`config.mk`:
```
export PLATFORM = sky130hd
export DESIGN_NAME = ram_display_ctrl
export DESIGN_NICKNAME = d
export VERILOG_FILES = /design/src/rtl/ram_display_ctrl.sv
export SDC_FILE = /design/constraint.sdc
export NUM_CORES = 1
export LEC_CHECK = 0
export BUFFER_PORTS_ARGS = -buffer_cell sky130_fd_sc_hd__buf_2
export CORE_MARGIN = 4
export CORE_UTILIZATION = 40
export DETAILED_ROUTE_END_ITERATION = 8
export GPL_ROUTABILITY_DRIVEN = 0
export PLACE_DENSITY_LB_ADDON = 0.2
export SLEW_MARGIN = 0
export SYNTH_ARGS = -nofsm -noshare
export SYNTH_HDL_FRONTEND = slang
export SYNTH_HIERARCHICAL = 1
export SYNTH_SLANG_ARGS = --single-unit
export TNS_END_PERCENT = 10
```
`constraint.sdc`:
```
create_clock -name clock -period 7.3 [get_ports clock]
set_clock_uncertainty 0.15 [all_clocks]
set_input_delay 0.365 -clock clock [delete_from_list [all_inputs] [get_ports clock]]
set_output_delay 0.365 -clock clock [all_outputs]
set_load 0.05 [all_outputs]
```
`src/rtl/ram_display_ctrl.sv`:
```
// Button-driven RAM address/write controller with a multiplexed
// hex 7-segment display of address and read data.
module ram_display_db #(
  parameter int CYCLES = 3
) (
  input  logic clock,
  input  logic reset,
  input  logic raw,
  output logic pulse
);
  localparam int CW = $clog2(CYCLES + 1);
  localparam logic [CW-1:0] LAST = CW'(CYCLES - 1);

  typedef enum logic [1:0] {
    IDLE, ARM, PRESSED, WAIT_REL
  } st_t;

  st_t st;
  logic [1:0] sync;
  logic [CW-1:0] cnt;

  // Two-flop synchronizer ahead of the debounce FSM.
  always_ff @(posedge clock or negedge reset) begin
    if (!reset) begin
      st    <= IDLE;
      sync  <= '0;
      cnt   <= '0;
      pulse <= 1'b0;
    end else begin
      sync  <= {sync[0], raw};
      pulse <= 1'b0;
      unique case (st)
        IDLE: begin
          cnt <= '0;
          if (sync[1]) st <= ARM;
        end
        ARM: begin
          if (!sync[1]) begin
            st  <= IDLE;
            cnt <= '0;
          end else if (cnt == LAST) begin
            st    <= PRESSED;
            cnt   <= '0;
            pulse <= 1'b1;
          end else begin
            cnt <= cnt + CW'(1);
          end
        end
        PRESSED: st <= WAIT_REL;
        WAIT_REL: begin
          if (sync[1]) begin
            cnt <= '0;
          end else if (cnt == LAST) begin
            st  <= IDLE;
            cnt <= '0;
          end else begin
            cnt <= cnt + CW'(1);
          end
        end
        default: st <= IDLE;
      endcase
    end
  end
endmodule

module ram_display_ctrl #(
  parameter int DIGITS      = 4,
  parameter int ADDR_W      = 8,
  parameter int REFRESH_DIV = 100000,
  parameter int DB_CYCLES   = 200000
) (
  input  logic                  clock,
  input  logic                  reset,
  input  logic                  step,
  input  logic                  we,
  input  logic                  dir,
  input  logic                  auto_inc,
  input  logic                  view_sel,
  input  logic [4*DIGITS-1:0]   din,
  input  logic [4*DIGITS-1:0]   ram_rdata,
  output logic [ADDR_W-1:0]     ram_addr,
  output logic                  ram_we,
  output logic [4*DIGITS-1:0]   ram_wdata,
  output logic [DIGITS-1:0]     anode,
  output logic [6:0]            seg
);
  localparam int DATA_W = 4 * DIGITS;
  localparam int HALF_W = 2 * DIGITS;
  localparam int IDX_W  = $clog2(DIGITS);
  localparam int RC_W   = $clog2(REFRESH_DIV + 1);

  logic step_p, we_p, inc_pend;
  logic [ADDR_W-1:0] addr_nx;

  ram_display_db #(.CYCLES(DB_CYCLES)) u_db_step (
    .clock(clock), .reset(reset), .raw(step), .pulse(step_p)
  );
  ram_display_db #(.CYCLES(DB_CYCLES)) u_db_we (
    .clock(clock), .reset(reset), .raw(we), .pulse(we_p)
  );

  assign addr_nx = dir ? ram_addr - ADDR_W'(1)
                       : ram_addr + ADDR_W'(1);

  // Write wins over step; a pending auto-increment swallows steps.
  always_ff @(posedge clock or negedge reset) begin
    if (!reset) begin
      ram_addr  <= '0;
      ram_we    <= 1'b0;
      ram_wdata <= '0;
      inc_pend  <= 1'b0;
    end else begin
      ram_we <= 1'b0;
      if (we_p) begin
        ram_we    <= 1'b1;
        ram_wdata <= din;
        inc_pend  <= auto_inc;
      end else if (inc_pend) begin
        ram_addr <= addr_nx;
        inc_pend <= 1'b0;
      end else if (step_p && !ram_we) begin
        ram_addr <= addr_nx;
      end
    end
  end

  function automatic logic [6:0] hex7(input logic [3:0] d);
    logic [6:0] p;
    unique case (d)
      4'h0: p = 7'h7E;
      4'h1: p = 7'h30;
      4'h2: p = 7'h6D;
      4'h3: p = 7'h79;
      4'h4: p = 7'h33;
      4'h5: p = 7'h5B;
      4'h6: p = 7'h5F;
      4'h7: p = 7'h70;
      4'h8: p = 7'h7F;
      4'h9: p = 7'h7B;
      4'hA: p = 7'h77;
      4'hB: p = 7'h1F;
      4'hC: p = 7'h4E;
      4'hD: p = 7'h3D;
      4'hE: p = 7'h4F;
      4'hF: p = 7'h47;
    endcase
    return ~p;
  endfunction

  logic [RC_W-1:0]   rcnt;
  logic [IDX_W-1:0]  idx, nidx;
  logic              lit, wrap, new_frame;
  logic [DATA_W-1:0] frame, word, src;
  logic [3:0]        nib;

  always_comb begin
    word = {view_sel ? ram_rdata[DATA_W-1:HALF_W] : HALF_W'(ram_addr),
            ram_rdata[HALF_W-1:0]};
    wrap = rcnt == RC_W'(REFRESH_DIV - 1);
    nidx = '0;
    if (lit && idx != IDX_W'(DIGITS - 1)) nidx = idx + IDX_W'(1);
    new_frame = nidx == '0;
    src = new_frame ? word : frame;
    nib = src[{nidx, 2'b00} +: 4];
  end

  // Nothing is lit until the first wrap; each wrap lights the next digit.
  always_ff @(posedge clock or negedge reset) begin
    if (!reset) begin
      rcnt  <= '0;
      idx   <= '0;
      lit   <= 1'b0;
      frame <= '0;
      anode <= '1;
      seg   <= 7'h7F;
    end else if (wrap) begin
      rcnt  <= '0;
      idx   <= nidx;
      lit   <= 1'b1;
      if (new_frame) frame <= word;
      anode <= ~(DIGITS'(1) << nidx);
      seg   <= hex7(nib);
    end else begin
      rcnt <= rcnt + RC_W'(1);
    end
  end
endmodule

```
==> flow_summary.yaml <==
placed_design:
  hpwl_mm: 8.534
  post-place-ws_ns: 4.267
  placed_cell_area_sq_mm: 0.006409
  dp_cells: 797
  port_buffers: 74
cells_and_area:
  nets: 691
  diodes: 0
  drive_gt1_share_pct: 25.08
  synthToLayoutAreaGrowth_pct: 18.11
  fin_util_pct: 48.24
  fillCellCount: 1339
  fin_cells: 830
  fin_area_sq_mm: 0.007010
outcome:
  outcome: "complete, no violations"
routing:
  drt_iter0_drc: 343
  postRouteAntennaNets: 0
  firstDrtPassIters: 4
  route.vias.total: 4482
  post_drt_wl_per_cell_um: 14.76
  dr_wl_met3_um: 598
  top_layer: "met4"
  drc_errors: 0
  wl_met2_mm: 5.796
  routed_wl_mm: 12.25
  routed_via_density: 5.400
  wl_met1_mm: 5.723
power:
  p_total_mw: 1.510
  sequentialPowerShare_pct: 42.9
  p_leak_nw: 3.234
  power_density_mw_per_mm2: 215.4
  pwr-share-comb_pct: 4.8
  p_sw_uw: 329.9
  p_sw_share_pct: 21.85
  clkPwrFrac_pct: 52.2
  vdd_drop_max_v: 0.0001621
  p_int_mw: 1.180
logic_synthesis:
  synth_edf_count: 0
  ys_warn_count: 6
  async_reset_ff_share_pct: 100.0
  synth_commonest_cells: "dfrtp_1 (104), nand2_1 (50), nor2_1 (39)"
  avgSynthCellArea_sq_um: 10.58
  synth_top_cell_by_area: "dfrtp_1"
  synth.area.top_cells: "dfrtp_1 (44%), dfstp_2 (4.9%), mux2_2 (4.6%)"
  ys_types: 63
  netlist_area_sq_mm: 0.005936
  syn_inst: 561
  seq_area_frac_synth_pct: 48.71
  synth_seq_cells: 115
  syn_nets: 617
  yosysTopAreaCellShare_pct: 43.84
  synth_ff_type: "dfrtp_1"
  yosysMostFrequentCell: "dfrtp_1"
sta:
  finalCriticalPeriod_ns: 3.078
  fin_ws_ns: 4.222
  max_freq_ghz: 0.3249
  worst_hold_slack_ns: 0.02503
  setup_viol: 0
  final.setup.tns_ns: 0
  worstMarginPinSlew_ns: 1.223
  final.period_utilization_pct: 42.16
  relSlewSlack_pct: 18.45
  rsz0062_at_grt: "false"
  slew_viol_final: 0
  final_hold_viol_count: 0
setup_path:
  r2r_setup_slack_ns: 4.22
  critPathSlowestCell: "or3b_2"
  critPathMaxStageDelay_ns: 0.53
  reg2reg_from: "idx[0]$_DFFE_PN0N_"
  path_cells: "ha_1 -> or3b_2 -> o22ai_1 -> a221o_1 -> inv_1 -> ha_1 -> mux4_2 -> nand2_1 -> nand2_1"
  worstPathArrival_ns: 3.26
  cp.required_ns: 7.48
  rr_endpoint: "seg[3]$_DFFE_PN1N_"
  end_kind: "flip-flop"
  startpoint_type: "flip-flop"
  path_max_fanout: 12
  path_class: "reg -> reg"
  worstRegToRegCells: 9
clock_tree:
  cts-buffers-inserted: 17
  cts_max_path_buffers: 2
  cts_tree: "built"
  cts_root_buffer: "clkbuf_16"
  cts_sinks: 115
  insertion_delay_ns: 0.41
  cts.htree.levels: 4
  path_clk_slew_ns: 0.05
floorplan:
  core.rowCount: 44
  dieHeight_um: 129.8
  ioPinCount: 75
  initial_core_util_pct: 40.84
  die-area_sq_mm: 0.01685
  core_sq_mm: 0.01453
  die_w_um: 129.8
flow_run:
  max_cap_violations: 0
min_path:
  hold_path.class: "in -> reg"
  worstHoldStart: "auto_inc"
  hold_end: "inc_pend$_DFF_PN0_"
  whs_path_depth: 2
global_routing:
  grt_pass1_wl_mm: 20.31
  antenna_found_initial: 0
  grt_max_degree: 64
  overflow: 0
  grt.total_usage_pct: 14.95
  grt_pass1_vias: 4196
[worst max path at each step]
stage | startpoint | endpoint
final | idx[0]$_DFFE_PN0N_ | seg[3]$_DFFE_PN1N_
after global routing | idx[0]$_DFFE_PN0N_ | seg[3]$_DFFE_PN1N_
after CTS | idx[0]$_DFFE_PN0N_ | seg[3]$_DFFE_PN1N_
after detailed placement | idx[0]$_DFFE_PN0N_ | seg[3]$_DFFE_PN1N_
after global placement | idx[0]$_DFFE_PN0N_ | seg[3]$_DFFE_PN1N_
after floorplan | idx[0]$_DFFE_PN0N_ | seg[3]$_DFFE_PN1N_
[state kept, by name, summed over array words and instances, names as in the netlist, 2 cells and up, named ones only]
| name | cells |
|---|---|
| u_db_step/cnt | 18 |
| ram_addr | 8 |
| idx | 2 |
| frame | 12 |
| u_db_we/cnt | 18 |
| rcnt | 17 |
| seg | 7 |
| u_db_we/sync | 2 |
| u_db_step/sync | 2 |
| anode | 4 |
| ram_wdata | 16 |
[placed cells by master (no fill, tap or decap), types with 4 or more instances in the layout]
cell	netlist	routed
ha_1	16	16
nor3_1	15	15
a21o_1	6	6
mux2i_1	20	20
clkbuf_8	0	5
nand4b_1	4	4
buf_2	5	73
mux2_2	24	24
nor2_1	39	39
a31oi_1	14	14
o21ai_0	16	16
nand2b_1	6	6
nand2_1	50	50
and3_1	13	13
a22o_1	8	8
a41oi_1	4	4
dfstp_2	11	11
a21oi_1	32	32
xnor2_1	7	7
nor2b_1	4	4
nand4_1	12	12
clkbuf_16	0	17
inv_1	14	14
o31ai_1	5	5
o22ai_1	6	6
xor2_1	16	16
and2_1	4	4
o211ai_1	7	7
nand3_1	30	30
dfrtp_1	104	104
[area by class of cell]
class | instances | area [sq um] | share of cell area [%]
multi-input cells | 409 | 2854 | 40.71
inverters | 14 | 52.55 | 0.7496
clock buffers | 22 | 494.2 | 7.050
clock inverters | 8 | 77.57 | 1.107
repair buffers | 78 | 410.4 | 5.854
well taps | 184 | 230.2 | 3.284
flip-flops and latches | 115 | 2892 | 41.25
[worst max-delay path, delay by kind of cell, from the launching register on]
family / cells / cell delay [ns]
and+or+nand+nor: 3 / 0.67
adders and majority gates: 2 / 0.58
DFF: 1 / 0.51
AOI/OAI and AO/OA: 2 / 0.48
muxes: 1 / 0.46
buffers and inverters: 1 / 0.13
[kinds of logic after synthesis]
group	after synthesis	synth area share, %
buf+inv	37	3.204
simple gates	206	19.12
mux	48	9.064
flops	115	48.71
fa+ha+maj	19	4.047
xor+xnor	23	3.394
compound gates	113	12.46
[power groups by stage]
stage          clock (mW)  sequential (mW)  combinational [mW]
4_1_cts             0.809            0.648              0.0742
6_report            0.789            0.648              0.0728
3_3_place_gp            0            0.659              0.0703
5_1_grt             0.841            0.649              0.0825
3_5_place_dp            0            0.659              0.0724
2_1_floorplan           0            0.660              0.0402
[routing by layer]
| metal | up-vias | track usage (%) |
|---|---|---|
| li1 | 2205 | - |
| met1 | 2180 | 20.18 |
| met2 | 85 | 23.54 |
| met3 | 12 | 4.380 |
| met4 | 0 | 4.340 |
| met5 | - | 0 |
[repair_timing]
action / in CTS / in global routing
resized for setup: 0 / 0
hold buffers: 3 / 0
hold endpoints to repair: 47 / 0
setup buffers: 0 / 0
Note: power is estimated with default switching activity, not from simulation.
